==> config.mk <==
export PLATFORM = sky130hd
export DESIGN_NAME = ray_step_generator
export DESIGN_NICKNAME = d
export VERILOG_FILES = /design/src/rtl/ray_step_generator_pkg.sv /design/src/rtl/ray_step_generator_vector_addition.sv /design/src/rtl/ray_step_generator.sv
export SDC_FILE = /design/constraint.sdc
export NUM_CORES = 1
export LEC_CHECK = 0
export ABC_AREA = 1
export BUFFER_PORTS_ARGS = -buffer_cell sky130_fd_sc_hd__buf_2
export CORE_AREA = 4 4 172 174
export DETAILED_ROUTE_END_ITERATION = 8
export DIE_AREA = 0 0 176 178
export GPL_TIMING_DRIVEN = 0
export PLACE_DENSITY_LB_ADDON = 0.12
export REMOVE_ABC_BUFFERS = 1
export SYNTH_ARGS = -nofsm -noshare
export SYNTH_HDL_FRONTEND = slang
export SYNTH_SLANG_ARGS = --single-unit
==> constraint.sdc <==
create_clock -name clk -period 4.4 [get_ports clk]
set_input_delay 0.88 -clock clk [delete_from_list [all_inputs] [get_ports clk]]
set_output_delay 0.88 -clock clk [all_outputs]
set_load 0.005 [all_outputs]
==> src/rtl/ray_step_generator_pkg.sv <==
// Shared constants and types for the ray-march point generator.
// Vectors are packed {x,y,z}, each lane 19-bit signed Q9.10.
package ray_step_generator_pkg;

  localparam int VECTOR_WIDTH = 57;
  localparam int COORD_WIDTH  = 19;
  localparam int FRAC_BITS    = 10;

  localparam int X_HI = 56;
  localparam int X_LO = 38;
  localparam int Y_HI = 37;
  localparam int Y_LO = 19;
  localparam int Z_HI = 18;
  localparam int Z_LO = 0;

  typedef enum logic {
    S_IDLE = 1'b0,
    S_EMIT = 1'b1
  } state_t;

  // Lane add: carry out of bit 18 is dropped, so each lane wraps.
  function automatic logic [COORD_WIDTH-1:0] lane_add(
    input logic [COORD_WIDTH-1:0] a,
    input logic [COORD_WIDTH-1:0] b
  );
    return a + b;
  endfunction

endpackage

==> src/rtl/ray_step_generator_vector_addition.sv <==
// Combinational lane-wise adder for packed {x,y,z} vectors.
// Lanes are independent: no carry crosses a lane boundary.
module vector_addition
  import ray_step_generator_pkg::*;
(
  input  logic [VECTOR_WIDTH-1:0] i_a,
  input  logic [VECTOR_WIDTH-1:0] i_b,
  output logic [VECTOR_WIDTH-1:0] o_sum
);

  always_comb begin
    o_sum = '0;
    o_sum[X_HI:X_LO] = lane_add(i_a[X_HI:X_LO], i_b[X_HI:X_LO]);
    o_sum[Y_HI:Y_LO] = lane_add(i_a[Y_HI:Y_LO], i_b[Y_HI:Y_LO]);
    o_sum[Z_HI:Z_LO] = lane_add(i_a[Z_HI:Z_LO], i_b[Z_HI:Z_LO]);
  end

endmodule

==> src/rtl/ray_step_generator.sv <==
// Ray-march point generator: emits origin + k*dir for k = 1..N,
// one point per output handshake, sharing a single vector adder.
module ray_step_generator
  import ray_step_generator_pkg::*;
#(
  parameter int STEP_W = 8
) (
  input  logic                    clk,
  input  logic                    rst,
  input  logic                    in_valid,
  output logic                    in_ready,
  input  logic [VECTOR_WIDTH-1:0] in_origin,
  input  logic [VECTOR_WIDTH-1:0] in_dir,
  input  logic [STEP_W-1:0]       in_steps,
  output logic                    out_valid,
  input  logic                    out_ready,
  output logic [VECTOR_WIDTH-1:0] out_point,
  output logic [STEP_W-1:0]       out_index,
  output logic                    out_last,
  output logic                    busy
);

  state_t                  r_state;
  logic [VECTOR_WIDTH-1:0] r_dir;
  logic [STEP_W-1:0]       r_n;

  logic [VECTOR_WIDTH-1:0] w_a;
  logic [VECTOR_WIDTH-1:0] w_b;
  logic [VECTOR_WIDTH-1:0] w_sum;
  logic [STEP_W-1:0]       w_next_idx;
  logic                    w_idle;

  assign w_idle     = (r_state == S_IDLE);
  assign in_ready   = w_idle;
  assign busy       = !w_idle;
  assign w_next_idx = out_index + STEP_W'(1);

  // First point comes from the request itself; later ones accumulate.
  assign w_a = w_idle ? in_origin : out_point;
  assign w_b = w_idle ? in_dir : r_dir;

  vector_addition u_vadd (
    .i_a  (w_a),
    .i_b  (w_b),
    .o_sum(w_sum)
  );

  always_ff @(posedge clk or posedge rst) begin
    if (rst) begin
      r_state   <= S_IDLE;
      r_dir     <= '0;
      r_n       <= '0;
      out_valid <= 1'b0;
      out_point <= '0;
      out_index <= '0;
      out_last  <= 1'b0;
    end else begin
      unique case (r_state)
        S_IDLE: begin
          if (in_valid && (in_steps != '0)) begin
            out_point <= w_sum;
            out_index <= STEP_W'(1);
            out_last  <= (in_steps == STEP_W'(1));
            out_valid <= 1'b1;
            r_dir     <= in_dir;
            r_n       <= in_steps;
            r_state   <= S_EMIT;
          end
        end
        S_EMIT: begin
          if (out_valid && out_ready) begin
            if (!out_last) begin
              out_point <= w_sum;
              out_index <= w_next_idx;
              out_last  <= (w_next_idx == r_n);
            end else begin
              out_valid <= 1'b0;
              out_last  <= 1'b0;
              r_state   <= S_IDLE;
            end
          end
        end
        default: r_state <= S_IDLE;
      endcase
    end
  end

endmodule
==> results of run 1 <==
==> cells in the mapped netlist <==
cell / instances
nor3_1: 8
dfrtp_1: 133
o211ai_4: 1
o22ai_1: 6
mux2i_1: 6
nand2_1: 480
a21o_1: 2
inv_2: 1
o21a_1: 3
o31ai_1: 1
clkbuf_1: 18
nand2_2: 1
o21ai_0: 161
fa_1: 3
nand3b_1: 9
nor4_1: 1
buf_6: 9
xor2_1: 11
o21bai_1: 15
nand4_1: 11
o211ai_1: 1
o21ai_1: 30
ha_1: 55
a22oi_1: 1
buf_4: 10
buf_2: 17
a21oi_2: 3
nand3_1: 119
xnor2_1: 6
or2_2: 11
inv_1: 183
nor2_1: 84
a21oi_1: 48
==> where the power goes <==
part | total [mW] | switching [mW] | leakage, nW | internal (mW)
Sequential | 1.22 | 0 | 1.63 | 1.22
Combinational | 0.104 | 0.0587 | 4.45 | 0.0455
Clock | 1.50 | 0.632 | 0.288 | 0.868
Total | 2.83 | 0.691 | 6.38 | 2.14
==> cell families after synthesis <==
kind of cell / Yosys count / share of synthesized area
simple gates: 724 / 0.3053
compound gates: 272 / 0.1494
buf+inv: 238 / 0.1048
flops: 133 / 0.3421
fa+ha+maj: 58 / 0.07690
xor+xnor: 17 / 0.01530
mux: 6 / 0.006173
==> layout make-up <==
cell class | count | area share
Antenna cell | 1 | 0.0002138
Clock buffer | 18 | 0.03752
Clock inverter | 14 | 0.01390
Inverter | 184 | 0.05965
Multi-Input combinational cell | 1077 | 0.4602
Sequential cell | 133 | 0.2847
Tap cell | 378 | 0.04041
Timing Repair Buffer | 203 | 0.1035
==> layer usage <==
layer / global-route usage / up-vias
met5: 0 / -
met4: 0.04224 / 4
met3: 0.03201 / 22
met2: 0.3002 / 173
met1: 0.2504 / 4298
li1: - / 5008
==> registers in the layout, indices dropped and copies added (netlist names) <==
| signal | count |
|---|---|
| busy | 1 |
| out_index | 8 |
| out_last | 1 |
| out_point | 57 |
| out_valid | 1 |
| r_dir | 57 |
| r_n | 8 |
==> worst min-delay path: stages (launching register included) <==
cell and delay, ns:
dfrtp_1 0.34, nand2_1 0.05, nand2_1 0.05
==> metrics by stage <==
step / worst slack [ns] / hold WS, ns / total power, mW / cells
2_1_floorplan: -2.724 / 0.4414 / 1.276 / 1394
3_3_place_gp: -8.530 / 0.4553 / 1.349 / 1966
3_5_place_dp: 0.5220 / 0.4636 / 1.353 / 1974
4_1_cts: 0.4651 / 0.4781 / 2.881 / 2006
5_1_grt: 0.1799 / 0.5048 / 2.940 / 2007
6_report: 0.5784 / 0.4746 / 2.826 / 2008
==> worst max-delay path by stage <==
stage	startpoint	to	depth (start not counted)
global route	busy	out_point[35]	17
floorplan	busy	out_point[10]	5
finish	busy	out_point[35]	17
detailed placement	busy	out_point[35]	17
global placement	busy	out_point[34]	5
CTS	busy	out_point[35]	17
==> metrics.cfg, run 1 <==
[sta]
period_minus_slack_ns = 3.822
slew_violations = 0
relSlewSlack = 0.5277
rsz0062_at_grt = false
finalSetupViolations = 0
hold_viol = 0
skew_ns = 0.01590
fin_crit_sh = 0.8685
timing.fmax_ghz = 0.2617
setup-tns-final_ns = 0
worst_slew_pin_slew_ns = 0.7041

[place]
dp_hpwl_mm = 20.80
port_buffers = 194
placed_cell_area_sq_mm = 0.01107
gp_congestion = 0.8204

[clock_network]
insertion_delay_ns = 0.42
numCtsBuffers = 17
cts_setup_buffers = 0
cts_hold_buf = 0
cts.sinks = 133
ctsResizeCount = 0
h-tree-depth = 4
cts_root_buf = clkbuf_16
cts_tree = yes
cts_buffer_depth = 2
path_clk_slew_ns = 0.07

[setup_path]
crit_path_end_kind = flip-flop
reg2reg_from = busy
path_buf_inv = 5
rr_endpoint = out_point[35]
arrival_ns = 4.12
cp_top_family = buffers and inverters
crit_fanout = 87
worstPathRequired_ns = 4.70
reg2reg_depth = 17
start_kind = flip-flop
critPathKind = reg -> reg
critical_path.cell_chain = buf_16, inv_4, buf_16, o21ai_0, ha_1, inv_1, fa_1, inv_1, nand3_1, nand3_1, nand2_1, nand2_1, nand3_1, nand2_1, nand2_1, nand3_1, nand2_1
cpPeakStageDelay_ns = 0.78
cp_slowest_cell = dfrtp_4
cpMostUsedCell = nand2_1
rrSetupSlack_ns = 0.58

[worst_hold_path]
min_path_cells = 2
min-delay-path-class = reg -> reg
whs_endpoint = r_dir[39]
min_from = r_dir[39]

[floorplanning]
dieArea_sq_mm = 0.03133
die_h_microns = 178
coreArea_sq_mm = 0.02778
ios = 195
die_w_microns = 176
start_util = 0.3502
placementRows = 61

[grt]
grt-ovfl-total = 0
grt_pass1_wl_mm = 46.64
grt_pass1_vias = 9301
grt_max_degree = 88
track_usage = 0.1819
antenna_found_initial = 2

[finish]
area_growth_pct = 20.31
nNetsFinal = 1800
layout-drive-gt1-share = 0.1565
final_common_cell = nand2_1
seq_area_sq_mm = 0.003332
fillers = 3068
multi_input_area_sq_mm = 0.005386
final_cell_mix = 480 x nand2_1, 194 x buf_2, 180 x inv_1
utilization = 0.4213
fin_area_sq_mm = 0.01171

[synth]
yosysTopAreaCellShare = 0.3421
synthesis.area_sq_mm = 0.009729
yosys.area.top_type = dfrtp_1
ys_ff_latch = 133
yosys-top-cells-area = dfrtp_1 34%, nand2_1 19%, o21ai_0 8.3%
synth_cell_types = 33
synth-seq-area-share = 0.3421
synthCells = 1448
synth_area_per_cell_sq_um = 6.719
yosysWarnings = 0

[routing]
wl_mm = 28.13
num_vias = 9505
wire_per_inst_microns = 14.01
post-route-drc-count = 0
drt-met1-wl_mm = 13.95
highest-signal-layer = met5
vias_per_cell = 4.734
ant_nets = 0
wl_met2_mm = 12.73
met3_length_mm = 1.114
drt-initial-drc-count = 499
drt_pass1_iterations = 5

[power_and_ir_drop]
power_density_mw_per_mm2 = 241.5
max-vdd-ir-drop_v = 0.0001793
total_leakage_power_nw = 6.376

[run_status]
status = complete, no violations

[run]
drv_cap = 0

Power figures use the tool's default switching activity.
==> run 2: changes to the inputs <==
RECOVER_POWER = 50   (was not set)
==> run 2 against run 1 <==
  * The run now ends with capacitance limit, slew limit left
  * Wire length about the same
  * Worst setup slack gained 0.0064 ns
  * Die area unchanged
  * First-iteration DRC count shrank 2.0%
  * Cell count did not move
  * Utilization is 0.16 points lower
  * Register-to-register slack hardly changed
  * Sequential cell count did not move
  * Clock skew is 0.0021 ns lower
  * Critical endpoint unchanged
  * Largest cell class unchanged
==> metrics.cfg, run 2 (same netlist as run 1, synthesis figures left out) <==
[run_status]
status = finished, violations left  ; was complete, no violations
violations = capacitance limit, slew limit

[routing]
wl_met2_mm = 12.79  ; was 12.73 mm
post-route-drc-count = 0  ; unchanged
vias_per_cell = 4.723  ; was 4.734
ant_nets = 0  ; unchanged
highest-signal-layer = met5  ; unchanged
num_vias = 9484  ; was 9505
drt-met1-wl_mm = 13.90  ; was 13.95 mm
wire_per_inst_microns = 14.01  ; about the same
met3_length_mm = 1.132  ; was 1.114 mm
drt-initial-drc-count = 489  ; was 499
drt_pass1_iterations = 5  ; unchanged
wl_mm = 28.12  ; was 28.13 mm

[clock_network]
cts_buffer_depth = 2  ; unchanged
numCtsBuffers = 17  ; unchanged
cts.sinks = 133  ; unchanged
cts_tree = yes  ; unchanged
path_clk_slew_ns = 0.07  ; about the same
h-tree-depth = 4  ; unchanged
cts_hold_buf = 0  ; unchanged
cts_setup_buffers = 0  ; unchanged
ctsResizeCount = 0  ; unchanged
insertion_delay_ns = 0.42  ; about the same
cts_root_buf = clkbuf_16  ; unchanged

[setup_path]
reg2reg_depth = 17  ; unchanged
critical_path.cell_chain = buf_16, inv_4, buf_16, o21ai_0, ha_1, inv_1, fa_1, inv_1, nand3_1, nand3_1, nand2_1, nand2_1, nand3_1, nand2_1, nand2_1, nand3_1, nand2_1  ; unchanged
crit_path_end_kind = flip-flop  ; unchanged
start_kind = flip-flop  ; unchanged
arrival_ns = 4.11  ; was 4.12 ns
rrSetupSlack_ns = 0.58  ; about the same
cpPeakStageDelay_ns = 0.78  ; about the same
critPathKind = reg -> reg  ; unchanged
rr_endpoint = out_point[35]  ; unchanged
cpMostUsedCell = nand2_1  ; unchanged
crit_fanout = 87  ; unchanged
reg2reg_from = busy  ; unchanged
worstPathRequired_ns = 4.70  ; about the same
cp_slowest_cell = dfrtp_4  ; unchanged

[floorplanning]
placementRows = 61  ; unchanged
die_w_microns = 176  ; unchanged
start_util = 0.3502  ; unchanged
ios = 195  ; unchanged
die_h_microns = 178  ; unchanged
dieArea_sq_mm = 0.03133  ; unchanged
coreArea_sq_mm = 0.02778  ; unchanged

[power_and_ir_drop]
power_density_mw_per_mm2 = 242.2  ; was 241.5 mW/mm^2
total_leakage_power_nw = 6.325  ; was 6.376 nW
max-vdd-ir-drop_v = 0.0001794  ; was 0.0001793 V

[sta]
hold-worst-slack_ns = 0.4748  ; was 0.4746 ns
worst_slew_pin_slew_ns = 2.448  ; was 0.7041 ns
relSlewSlack = -0.6407  ; was 0.5277
setup_slack_ns = 0.5849  ; was 0.5784 ns
timing.fmax_ghz = 0.2621  ; was 0.2617 GHz
rsz0062_at_grt = false  ; unchanged
slew_violations = 52  ; was 0
hold_viol = 0  ; unchanged
period_minus_slack_ns = 3.815  ; was 3.822 ns
fin_crit_sh = 0.8671  ; was 0.8685
finalSetupViolations = 0  ; unchanged
skew_ns = 0.01378  ; was 0.01590 ns

[place]
port_buffers = 194  ; unchanged
dp_hpwl_mm = 20.80  ; unchanged
pre_cts_ws_ns = 0.5220  ; unchanged
gp_congestion = 0.8204  ; unchanged
placed_cell_area_sq_mm = 0.01107  ; unchanged

[grt]
antenna_found_initial = 2  ; unchanged
grt_max_degree = 88  ; unchanged
track_usage = 0.1819  ; unchanged
grt-ovfl-total = 0  ; unchanged
grt_pass1_vias = 9301  ; unchanged
grt_pass1_wl_mm = 46.64  ; unchanged

[finish]
layout-drive-gt1-share = 0.1461  ; was 0.1565
fillers = 3083  ; was 3068
final_common_cell = nand2_1  ; unchanged
largestRegisters = out_point x57, r_dir x57  ; unchanged
nNetsFinal = 1800  ; unchanged
final_cell_mix = 480 x nand2_1, 180 x inv_1, 177 x buf_2  ; was 480 x nand2_1, 194 x buf_2, 180 x inv_1
fin_area_sq_mm = 0.01166  ; was 0.01171 sq mm
area_growth_pct = 19.84  ; was 20.31%

[worst_hold_path]
min-delay-path-class = reg -> reg  ; unchanged
min_from = r_dir[39]  ; unchanged
min_path_cells = 2  ; unchanged
whs_endpoint = r_dir[39]  ; unchanged

[run]
drv_cap = 1  ; was 0

[run 2: cell types whose count changed in the layout (fill, tap and decap cells not counted)]
cell and change:
clkinvlp_2 +1, clkbuf_1 +16, buf_2 -17, buf_1 +1, clkbuf_4 +1, inv_6 -1
buf_16 -1
[run 2: critical path, delay by kind of cell, from the launching register on]
kind | cells | cell delay, ns
buf+inv | 5 | 1.08
simple gates | 9 | 0.81
flops | 1 | 0.78
fa+ha+maj | 2 | 0.72
compound gates | 1 | 0.21
[run 2: layer usage]
metal,up-vias,GRT usage
li1,5007,-
met1,4282,0.2504
met2,170,0.3002
met3,21,0.03201
met4,4,0.04224
met5,-,0
[run 2: final cells by class]
type | count | area [sq um] | share of cell area
tap | 378 | 473.0 | 0.04056
inverter | 184 | 694.4 | 0.05956
multi-input combinational | 1077 | 5386 | 0.4620
clock buffer | 18 | 439.2 | 0.03767
clock inverter | 14 | 162.7 | 0.01395
sequential | 133 | 3332 | 0.2858
timing repair buffer | 203 | 1170 | 0.1003
antenna | 1 | 2.502 | 0.0002146
[run 2: worst max-delay path by stage]
| stage | from | endpoint | slack (ns) | cells after the start |
|---|---|---|---|---|
| after floorplan | busy | out_point[10] | -2.72 | 5 |
| after global placement | busy | out_point[34] | -8.53 | 5 |
| after detailed placement | busy | out_point[35] | 0.52 | 17 |
| after CTS | busy | out_point[35] | 0.47 | 17 |
| after global routing | busy | out_point[35] | 0.18 | 17 |
| final | busy | out_point[35] | 0.58 | 17 |
[run 2: where the power goes]
group,total (mW),internal [mW],switching [mW]
Sequential,1.22,1.22,0
Combinational,0.101,0.0432,0.0577
Clock,1.50,0.868,0.633
Total,2.82,2.13,0.690
[run 2: through the flow]
step / utilization / total power [mW] / setup TNS, ns / instances
6_report: 0.4197 / 2.824 / 0 / 2008
5_1_grt: 0.4196 / 2.937 / 0 / 2007
4_1_cts: 0.4202 / 2.881 / 0 / 2006
3_5_place_dp: 0.3986 / 1.353 / 0 / 1974
3_3_place_gp: 0.3903 / 1.349 / -1226.04 / 1966
2_1_floorplan: - / 1.276 / -259.48 / 1394
==> run 3: changes to the inputs <==
CELL_PAD_IN_SITES_DETAIL_PLACEMENT = 0   (was not set)
CELL_PAD_IN_SITES_GLOBAL_PLACEMENT = 2   (was not set)
CORE_AREA = 4 4 195 197   (was 4 4 172 174)
DIE_AREA = 0 0 199 201   (was 0 0 176 178)
==> run 3 against run 2 <==
  * The run still ends with capacitance limit, slew limit left
  * Fmax fell by 2.2%
  * Combinational power barely moved
  * Critical endpoint unchanged
  * Die area rose by 28%
  * Total power fell by 4.1%
  * Utilization fell by 9.8 points
==> metrics.cfg, run 3 (same netlist as run 1, synthesis figures left out) <==
[grt]
grt_pass1_vias = 9571  ; was 9301
track_usage = 0.1598  ; was 0.1819
antenna_found_initial = 0  ; was 2
grt_max_degree = 81  ; was 88
grt-ovfl-total = 0  ; unchanged
grt_pass1_wl_mm = 51.42  ; was 46.64 mm

[routing]
wl_mm = 31.17  ; was 28.12 mm
num_vias = 9412  ; was 9484
vias_per_cell = 4.493  ; was 4.723
highest-signal-layer = met4  ; was met5
wl_met2_mm = 14.25  ; was 12.79 mm
drt-initial-drc-count = 414  ; was 489
met3_length_mm = 1.001  ; was 1.132 mm
ant_nets = 0  ; unchanged
post-route-drc-count = 0  ; unchanged
drt_pass1_iterations = 5  ; unchanged
wire_per_inst_microns = 14.88  ; was 14.01 microns
drt-met1-wl_mm = 15.74  ; was 13.90 mm

[clock_network]
cts_root_buf = clkbuf_16  ; unchanged
cts_hold_buf = 0  ; unchanged
insertion_delay_ns = 0.43  ; was 0.42 ns
cts_buffer_depth = 2  ; unchanged
ctsResizeCount = 0  ; unchanged
cts_tree = yes  ; unchanged
cts_setup_buffers = 0  ; unchanged
numCtsBuffers = 17  ; unchanged
cts.sinks = 133  ; unchanged
h-tree-depth = 4  ; unchanged
path_clk_slew_ns = 0.06  ; was 0.07 ns

[finish]
layout-drive-gt1-share = 0.1432  ; was 0.1461
final_cell_mix = 480 x nand2_1, 180 x inv_1, 176 x buf_2  ; was 480 x nand2_1, 180 x inv_1, 177 x buf_2
utilization = 0.3218  ; was 0.4197
nNetsFinal = 1799  ; was 1800
area_growth_pct = 19.93  ; was 19.84%
final_common_cell = nand2_1  ; unchanged
largestRegisters = out_point x57, r_dir x57  ; unchanged
stdcell_count = 2095  ; was 2008
diodes = 0  ; was 1

[run_status]
violations = capacitance limit, slew limit  ; unchanged
status = finished, violations left  ; unchanged

[setup_path]
crit_path_end_kind = flip-flop  ; unchanged
start_kind = flip-flop  ; unchanged
worstPathRequired_ns = 4.71  ; was 4.70 ns
arrival_ns = 4.21  ; was 4.11 ns
reg2reg_from = busy  ; unchanged
crit_fanout = 80  ; was 87
critPathLaunch = busy  ; unchanged
critPathKind = reg -> reg  ; unchanged

[sta]
timing.fmax_ghz = 0.2564  ; was 0.2621 GHz
period_minus_slack_ns = 3.900  ; was 3.815 ns
fin_crit_sh = 0.8863  ; was 0.8671
slew_violations = 55  ; was 52
relSlewSlack = -0.7424  ; was -0.6407
skew_ns = 0.007725  ; was 0.01378 ns
hold_viol = 0  ; unchanged
setup-tns-final_ns = 0  ; unchanged
worst_slew_pin_slew_ns = 2.599  ; was 2.448 ns
rsz0062_at_grt = false  ; unchanged
finalSetupViolations = 0  ; unchanged

[worst_hold_path]
min-delay-path-class = reg -> reg  ; unchanged
min_from = r_dir[39]  ; unchanged

[place]
gp_congestion = 0.7728  ; was 0.8204
dp_hpwl_mm = 23.18  ; was 20.80 mm
port_buffers = 194  ; unchanged
dp_cells = 2064  ; was 1974

[power_and_ir_drop]
power_density_mw_per_mm2 = 232.1  ; was 242.2 mW/mm^2
power_mw = 2.708  ; was 2.824 mW
total_leakage_power_nw = 6.290  ; was 6.325 nW
max-vdd-ir-drop_v = 0.0002618  ; was 0.0001794 V

[floorplanning]
placementRows = 70  ; was 61
ios = 195  ; unchanged
dieArea_sq_mm = 0.04000  ; was 0.03133 sq mm
die_h_microns = 201  ; was 178 microns
start_util = 0.2683  ; was 0.3502
coreArea_sq_mm = 0.03626  ; was 0.02778 sq mm
die_w_microns = 199  ; was 176 microns

[run]
drv_cap = 1  ; unchanged

[run 3: cell count changes in the layout (fill, tap and decap cells not counted), moves of 2 or more]
cell | before | now
clkbuf_1 | 16 | 21
inv_6 | 5 | 0
buf_12 | 1 | 3
clkinv_2 | 1 | 4
inv_8 | 2 | 0
buf_16 | 7 | 4
[run 3: path summary, 6_finish.rpt]
path	endpoint	depth (start not counted)	slack [ns]
min in group asynchronous	out_index[0]	2	1.17
worst min register to register	r_dir[39]	2	0.48
worst min-delay path	r_dir[39]	2	0.48
max in group asynchronous	r_dir[30]	3	0.98
worst max register to register	out_point[35]	17	0.50
worst max-delay path	out_point[35]	17	0.50
[run 3: through the flow]
stage	instance area, sq um	worst slack, ns	hold WS [ns]
after floorplan	9400	-2.724	0.4414
after detailed placement	11170	0.4535	0.4662
after CTS	11720	0.4334	0.4821
after global placement	10960	-9.308	0.4560
final	11670	0.5003	0.4783
after global routing	11670	0.1043	0.5066
[run 3: where the power goes]
group | switching, mW | internal [mW]
sequential | 0 | 1.22
combinational | 0.0600 | 0.0433
clock | 0.582 | 0.800
total | 0.642 | 2.07
[run 3: routing by layer]
metal / GRT usage / vias up
met4: 0.02638 / 0
met5: 0 / -
met3: 0.03038 / 6
met1: 0.2265 / 4290
met2: 0.2577 / 136
li1: - / 4980
[run 3: cell type report]
cell class	count	area, sq um
clock buffer	22	464.2
clock inverter	9	80.08
fill	4125	24590
inverter	184	694.4
multi-input combinational	1077	5386
sequential	133	3332
tap	468	585.6
timing repair buffer	202	1126
[run 3: critical path, stage by stage (launching register included)]
cell and delay, ns:
dfrtp_4 0.87, buf_16 0.36, inv_4 0.16, buf_16 0.27
o21ai_0 0.24, ha_1 0.30, inv_1 0.09, fa_1 0.46
inv_1 0.13, nand3_1 0.08, nand3_1 0.14, nand2_1 0.10
nand2_1 0.13, nand3_1 0.13, nand2_1 0.09, nand2_1 0.05
nand3_1 0.06, nand2_1 0.06
